--- src/rtl/sbox_layer_seq.sv ---
// -----------------------------------------------------------------------------
// sbox_layer_seq
//   Feeds the 64-bit two-share state of the inverse PRINCE round through one
//   shared masked inverse S-box, one nibble per cycle, and reassembles the
//   two-share result. The shares are only routed and stored here. They are
//   never combined.
//
//   Timeline (C0 = cycle in which start is accepted):
//     C1..C16              issue nibbles k_0..k_15 on sb_in*
//     C17..C(16+SBOX_LAT)  drain the S-box pipeline
//     C(17+SBOX_LAT)       done pulse, result stable on state_out_s*
//
//   Optional build macro: SBOX_ORDER_SHUFFLE_EN
//     adds rnd_off[3:0], latched at C0; issue order k_i = (rnd_off + i) mod 16.
//
// Ports
//   clk, rst               clock, synchronous active-high reset
//   start                  begin a layer (honoured only in IDLE)
//   state_in_s0/s1         input shares, nibble i = bits [4i+3:4i]
//   busy, done             busy C1..C(16+SBOX_LAT), done one-cycle pulse
//   state_out_s0/s1        output shares, written only by captures
//   sb_ina..sb_ind         {s1[b], s0[b]} of the issued nibble, bits 3..0
//   sb_out0/sb_out1        registered S-box output shares
// -----------------------------------------------------------------------------
module sbox_layer_seq #(
   parameter int SBOX_LAT = 1,   // S-box input-to-output latency, 1..3
   parameter int NNIB     = 16   // nibbles per state, fixed
) (
   input  logic              clk,
   input  logic              rst,
   input  logic              start,
   input  logic [4*NNIB-1:0] state_in_s0,
   input  logic [4*NNIB-1:0] state_in_s1,
`ifdef SBOX_ORDER_SHUFFLE_EN
   input  logic [3:0]        rnd_off,
`endif
   output logic              busy,
   output logic              done,
   output logic [4*NNIB-1:0] state_out_s0,
   output logic [4*NNIB-1:0] state_out_s1,
   output logic [1:0]        sb_ina,
   output logic [1:0]        sb_inb,
   output logic [1:0]        sb_inc,
   output logic [1:0]        sb_ind,
   input  logic [3:0]        sb_out0,
   input  logic [3:0]        sb_out1
);

   typedef enum logic [1:0] {ST_IDLE, ST_ISSUE, ST_DRAIN, ST_DONE} state_e;

   state_e                     state_q;
   logic [3:0]                 cnt_q;      // issue index in ISSUE, drain count in DRAIN
   logic [4*NNIB-1:0]          buf0_q, buf1_q;
   logic [4*NNIB-1:0]          out0_q, out1_q;
   logic                       busy_q, done_q;
   logic [SBOX_LAT-1:0]        pipe_vld_q;
   logic [SBOX_LAT-1:0][3:0]   pipe_idx_q;

   logic                       issuing;
   logic [3:0]                 issue_k;
   logic [3:0]                 nib0, nib1;

`ifdef SBOX_ORDER_SHUFFLE_EN
   logic [3:0]                 off_q;
   assign issue_k = cnt_q + off_q;   // 4-bit add wraps mod 16
`else
   assign issue_k = cnt_q;
`endif

   assign issuing = (state_q == ST_ISSUE);
   assign nib0    = buf0_q[{issue_k, 2'b00} +: 4];
   assign nib1    = buf1_q[{issue_k, 2'b00} +: 4];

   // Each S-box input pair carries one bit position from both shares.
   assign sb_ina = issuing ? {nib1[3], nib0[3]} : 2'b00;
   assign sb_inb = issuing ? {nib1[2], nib0[2]} : 2'b00;
   assign sb_inc = issuing ? {nib1[1], nib0[1]} : 2'b00;
   assign sb_ind = issuing ? {nib1[0], nib0[0]} : 2'b00;

   assign busy         = busy_q;
   assign done         = done_q;
   assign state_out_s0 = out0_q;
   assign state_out_s1 = out1_q;

   always_ff @(posedge clk) begin
      if (rst) begin
         state_q    <= ST_IDLE;
         cnt_q      <= '0;
         buf0_q     <= '0;
         buf1_q     <= '0;
         out0_q     <= '0;
         out1_q     <= '0;
         busy_q     <= 1'b0;
         done_q     <= 1'b0;
         pipe_vld_q <= '0;
         pipe_idx_q <= '0;
`ifdef SBOX_ORDER_SHUFFLE_EN
         off_q      <= '0;
`endif
      end else begin
         done_q <= 1'b0;

         // Capture pipe: one entry per issue cycle, carrying the nibble index
         // so shuffled results still land in the right place.
         pipe_vld_q[0] <= issuing;
         pipe_idx_q[0] <= issue_k;
         for (int i = 1; i < SBOX_LAT; i++) begin
            pipe_vld_q[i] <= pipe_vld_q[i-1];
            pipe_idx_q[i] <= pipe_idx_q[i-1];
         end
         if (pipe_vld_q[SBOX_LAT-1]) begin
            out0_q[{pipe_idx_q[SBOX_LAT-1], 2'b00} +: 4] <= sb_out0;
            out1_q[{pipe_idx_q[SBOX_LAT-1], 2'b00} +: 4] <= sb_out1;
         end

         case (state_q)
            ST_IDLE: begin
               if (start) begin
                  buf0_q  <= state_in_s0;
                  buf1_q  <= state_in_s1;
`ifdef SBOX_ORDER_SHUFFLE_EN
                  off_q   <= rnd_off;
`endif
                  cnt_q   <= '0;
                  busy_q  <= 1'b1;
                  state_q <= ST_ISSUE;
               end
            end
            ST_ISSUE: begin
               cnt_q <= cnt_q + 4'd1;
               if (cnt_q == 4'(NNIB-1)) begin
                  cnt_q   <= '0;
                  state_q <= ST_DRAIN;
               end
            end
            ST_DRAIN: begin
               cnt_q <= cnt_q + 4'd1;
               // The last capture happens on this edge, so the result is
               // complete in the DONE cycle.
               if (cnt_q == 4'(SBOX_LAT-1)) begin
                  cnt_q   <= '0;
                  busy_q  <= 1'b0;
                  done_q  <= 1'b1;
                  state_q <= ST_DONE;
               end
            end
            default: begin
               state_q <= ST_IDLE;   // start in DONE is ignored
            end
         endcase
      end
   end

endmodule
--- config.mk ---
export PLATFORM = sky130hd
export DESIGN_NAME = sbox_layer_seq
export DESIGN_NICKNAME = d
export VERILOG_FILES = /design/src/rtl/sbox_layer_seq.sv
export SDC_FILE = /design/constraint.sdc
export NUM_CORES = 1
export LEC_CHECK = 0
export CAP_MARGIN = 10
export CORE_ASPECT_RATIO = 1.25
export CORE_MARGIN = 1
export CORE_UTILIZATION = 25
export CTS_CLUSTER_DIAMETER = 100
export CTS_CLUSTER_SIZE = 14
export DETAILED_ROUTE_END_ITERATION = 6
export SLEW_MARGIN = 20
export SYNTH_ARGS = -nofsm -noshare
export SYNTH_HDL_FRONTEND = slang
export SYNTH_SLANG_ARGS = --single-unit
--- constraint.sdc ---
create_clock -name clk -period 3.4 [get_ports clk]
set_clock_uncertainty 0.15 [all_clocks]
set_input_delay 0.68 -clock clk [delete_from_list [all_inputs] [get_ports clk]]
set_output_delay 0.68 -clock clk [all_outputs]
set_load 0.05 [all_outputs]
======== Word level (Yosys, flattened, before mapping) ========
Cells that the tools add are included.
W data, S select, Z words.
storage, ports and cells
  input port bits ......................... 139
  output and inout bits ................... 138
  logic and storage cells ................. 51
  bits in registers ....................... 269
cells by class
  add/subtract/negate cells ............... 2
  mux-type cells .......................... 18
  reduce and logical (&&, ||, !) cells .... 9
  eq/ne operators ......................... 6
  shift operators ......................... 5
  bitwise logic cells ..................... 1
operators with widths
  operator                  count
  $bwmux W64                2
  $shiftx A4 B8 Y64         2
  $shiftx A64 B7 Y4         2
  $shift A4 B8 Y64 const A  1
  $mux W2                   7
  $mux W4                   3
  $pmux W4 S3               1
  $neg A6 Y8                1
  $pmux W2 S3               1
  $reduce_and A3 Y1         2
  $add A4 B1 Y4 const B     1
  $eq A4 B4 Y1 const B      1
  $logic_not A4 Y1          1
  $ne A2 B2 Y1 const B      2
  $reduce_and A2 Y1         2
  $mux W1                   3
  $reduce_bool A3 Y1        1
  $eq A2 B1 Y1 const B      1
  $eq A2 B2 Y1 const B      1
  $logic_not A2 Y1          1
  $ne A2 B1 Y1 const B      1
  $pmux W1 S2               1
  $reduce_bool A2 Y1        1
  $reduce_or A2 Y1          1
  $not A1 Y1                1

======== Longest topological paths before layout ========
Gate-level depths: netlist of run 1.
  depth in word-level cells ............... 3
  gate-level depth with buffers ........... 10
  depth with buffers taken out ............ 6

======== Worst setup path after synthesis of run 1 ========
OpenSTA, ideal clock, no wires.
  path kind ............................... reg2out
  start point ............................. reg cnt_q[1]
  end point ............................... out sb_ina[0]
  stages on the path, launching flop included .. 6
  required time ........................... 2570 ps
  path buffers ............................ 2
  data arrival time ....................... 2419 ps
  setup slack ............................. 151 ps
  path through ............................ dfxtp_1 clkbuf_1 buf_1 mux2_2 o221ai_1 o21ai_0
between the ends
  cells in the longest elaborated chain, start to end .. 2
RTL lines
  element                 line  text
  from (decl)             52    logic [3:0] cnt_q;
  from (signal assigned)  130   cnt_q <= cnt_q + 4'd1;
  from (signal assigned)  137   cnt_q <= cnt_q + 4'd1;
  $shiftx A64 B7 Y4       71    assign nib0 = buf0_q[{issue_k, 2'b00} +: 4];
  $mux W2                 75    assign sb_ina = issuing ? {nib1[3], nib0[3]} : 2'b00;
  to (decl)               41    output logic [1:0] sb_ina,
Every way passes these cells.

======== Worst setup path after layout of run 1 ========
  start point ............................. reg cnt_q[2]
  end point ............................... out sb_ind[1]
between the ends
  cells in the longest elaborated chain, start to end .. 2
RTL lines
  element            line  text
  $shiftx A64 B7 Y4  72    assign nib1 = buf1_q[{issue_k, 2'b00} +: 4];
  $mux W2            78    assign sb_ind = issuing ? {nib1[0], nib0[0]} : 2'b00;
  to (decl)          44    output logic [1:0] sb_ind,
Every way passes these cells.

==> flow_metrics.env, run 1 <==
export IMPL_status="finished with violations"
export IMPL_violations="design-rule violations"
export IMPL_synthTopCellsByArea="dfxtp_1 48%, mux2i_1 10%, nand2_1 9.1%, a21oi_1 6.4%, mux4_2 5.1%"
export IMPL_routed_top_layer="met4"
export IMPL_maxSlewHeadroom=0.3640
export IMPL_cp_start_kind="flip-flop"
export IMPL_p_leak_uw=0.005391
export IMPL_synth_seq_area_share=0.4832
export IMPL_fmax_mhz=311.1
export IMPL_syn2layout_area_growth_pct=36.25
export IMPL_worstSetupEndpointType="output pin"
export IMPL_avgRoutedWirePerCell_um=17.50
export IMPL_final_cells=2020
export IMPL_layout_worst_path_cycle_share=0.9455
export IMPL_final_nets=1595
export IMPL_routed_wl_mm=35.36
export IMPL_rsz0062_at_grt="no"
export IMPL_initial_utilization=0.2532
export IMPL_clock_sinks=269
export IMPL_die_height_um=238.1
export IMPL_antenna_found_initial=0
export IMPL_drtAntennaViolNets=0
export IMPL_fin_area_um2=15180
export IMPL_grt_pass1_wl_mm=54.22
export IMPL_syn_instance_count=1211
export IMPL_dp_hpwl_mm=25.58
export IMPL_async_flop_share=0
export IMPL_netlist_area_um2=11140
export IMPL_grt_max_degree=92
export IMPL_min_period_ns=3.215
export IMPL_avgViaCountPerCell=4.601
export IMPL_post_synth_num_cell_types=49
export IMPL_die_w_um=190.8
export IMPL_dominantRegCellSynth="dfxtp_1"
export IMPL_crit_fanout=19
export IMPL_arrival_ns=2.38
export IMPL_max_cap_viol_count=0
export IMPL_first_pass_iters=7
export IMPL_ys_warnings_count=0
export IMPL_slew_viol_final=0
export IMPL_synth_seq_cells=269
export IMPL_pin_count=277
export IMPL_antennaDiodeCount=0
export IMPL_critical_path_class="reg2out"
export IMPL_tritoncts="done"
export IMPL_fin_setup_tns_ns=0
export IMPL_clk_pin_slew_ns=0.07
export IMPL_mappedNetlistNets=1359
export IMPL_drt_initial_drc_count=412
export IMPL_drc_errors=1
export IMPL_ctsHoldBuffers=0
export IMPL_syn_area_per_cell_um2=9.203
export IMPL_fp_coreArea_um2=44010
export IMPL_vias=9295
export IMPL_place_area_um2=14590
export IMPL_setup_viol=0
export IMPL_clock_latency_ns=0.53
export IMPL_cts_root_buf="clkbuf_16"
export IMPL_place_congestion=0.7716
export IMPL_yosysTopAreaCellShare=0.4832
export IMPL_track_usage=0.1531
export IMPL_cellPowerDensity_nw_per_um2=468.2
export IMPL_dieArea_um2=45430
export IMPL_crit_required_ns=2.57
export IMPL_htreeDepth=1
export IMPL_io_buffers=276
export IMPL_max_slew_worst_pin_slew_ns=0.9508
export IMPL_ir_drop_mv=0.2972
export IMPL_wl_met3_mm=2.242
export IMPL_finalHoldViolCount=0
export IMPL_met2_length_mm=17.57
export IMPL_met1_length_mm=14.54
export IMPL_synth_top_area_cell="dfxtp_1"
export IMPL_rows=86
export IMPL_dp_cells=1994
export IMPL_cts_path_max_buffers=3
export IMPL_overflow=0
export IMPL_numCtsBuffers=23
export IMPL_drive_gt1_frac=0.07942
export IMPL_hp_class="reg2reg"
export IMPL_synth_edf_count=0
export IMPL_grt_pass1_vias=9297
power breakdown:
| part | switching (uW) | internal, uW | leakage (uW) |
|---|---|---|---|
| Combinational | 724 | 519 | 0.00291 |
| Clock | 1180 | 1200 | 0.000293 |
| Sequential | 118 | 3370 | 0.00219 |
| Total | 2020 | 5090 | 0.00539 |
state kept, by name, summed over array words and instances, names as in the netlist:
| register | flops |
|---|---|
| buf0_q | 64 |
| buf1_q | 64 |
| busy | 1 |
| cnt_q | 4 |
| done | 1 |
| pipe_idx_q | 4 |
| pipe_vld_q | 1 |
| state_out_s0 | 64 |
| state_out_s1 | 64 |
| state_q | 2 |
critical path: stages (launching register included):
cell      delay [ns]
dfxtp_2         0.62
buf_4           0.32
nand2_1         0.21
o221ai_1        0.32
o21ai_1         0.19
buf_12          0.19
cell type report:
| cell class | instances | area, um^2 |
|---|---|---|
| inverters | 7 | 26.28 |
| multi-input cells | 851 | 5423 |
| fillers | 4482 | 28830 |
| clock buffers | 24 | 579.3 |
| flip-flops and latches | 269 | 5388 |
| clock inverters | 2 | 13.76 |
| repair buffers | 295 | 3039 |
| well taps | 572 | 715.7 |
stage by stage:
step                hold WS (ns)  power, uW    util  worst slack [ns]
floorplan                 0.2829       4281       -            0.1509
global placement          0.2898       4784  0.3313            0.6503
detailed placement        0.2954       4808  0.3314            0.5781
CTS                       0.3058       7223  0.3449           0.01792
global route              0.3163       7457  0.3450           0.05358
finish                    0.3020       7109  0.3450            0.1853
layout by cell type (no fill, tap or decap), drive strengths merged, types with 4 or more instances in the layout:
cell | Yosys | final
nand2 | 269 | 269
dfxtp | 269 | 269
clkdlybuf4s50 | 0 | 267
a21oi | 142 | 142
mux2i | 112 | 112
nor2 | 88 | 88
nand2b | 55 | 55
o21ai | 31 | 31
buf | 13 | 27
mux4 | 25 | 25
clkbuf | 71 | 25
nand3 | 19 | 19
mux2 | 14 | 14
nand3b | 11 | 11
a22oi | 9 | 9
ha | 9 | 9
and3 | 8 | 8
inv | 7 | 8
nor2b | 7 | 7
o221ai | 7 | 7
and2 | 7 | 7
nor3 | 4 | 4
nor4 | 4 | 4
logic make-up after synthesis:
family | after synthesis | synth area share
buffers and inverters | 91 | 0.03200
AOI/OAI and AO/OA | 206 | 0.1122
and+or+nand+nor | 483 | 0.1957
DFF | 269 | 0.4832
adders and majority gates | 9 | 0.01010
muxes | 151 | 0.1653
xor gates and xnor gates | 2 | 0.001572
final timing paths:
kind                                               start  cells after the start  slack, ns                           end
worst max-delay path               cnt_q[2]$_SDFFE_PP0P_                      5       0.19                     sb_ind[1]
worst min-delay path             buf1_q[29]$_SDFFE_PP0P_                      2       0.30       buf1_q[29]$_SDFFE_PP0P_
worst max register to register  pipe_idx_q[1]$_SDFF_PP0_                      6       0.56  state_out_s0[1]$_SDFFE_PP0P_
worst min register to register   buf1_q[29]$_SDFFE_PP0P_                      2       0.30       buf1_q[29]$_SDFFE_PP0P_
routing by layer:
metal  GRT usage  vias to the layer above
met3     0.03045                       48
met1      0.1803                     4384
met2      0.2728                      279
met4     0.05285                        0
met5           0                        -
li1            -                     4584
Yosys cell counts (all sizes together), types with 2 or more instances:
cell     instances
a2111oi          2
a211o            2
a211oi           3
a21oi          142
a221oi           2
a22oi            9
and2             7
and3             8
buf             13
clkbuf          71
dfxtp          269
ha               9
inv              7
mux2            14
mux2i          112
mux4            25
nand2          269
nand2b          55
nand3           19
nand3b          11
nor2            88
nor2b            7
nor3             4
nor3b            2
nor4             4
nor4b            2
o21ai           31
o221ai           7
o31ai            3
or3b             2
or4b             2
xor2             2
repair_timing:
item                                    in CTS  in global routing
endpoints found under the setup margin       0                  7
buffers inserted                             0                  0
resized for setup                            0                  8
No activity file was read; power rests on OpenSTA's default activity.
==> inputs of run 2 (changes only) <==
Settings changed: TNS_END_PERCENT from default to 10.
==> results of run 2 <==
Final layout, timing and power as in run 1 (identical DEF).
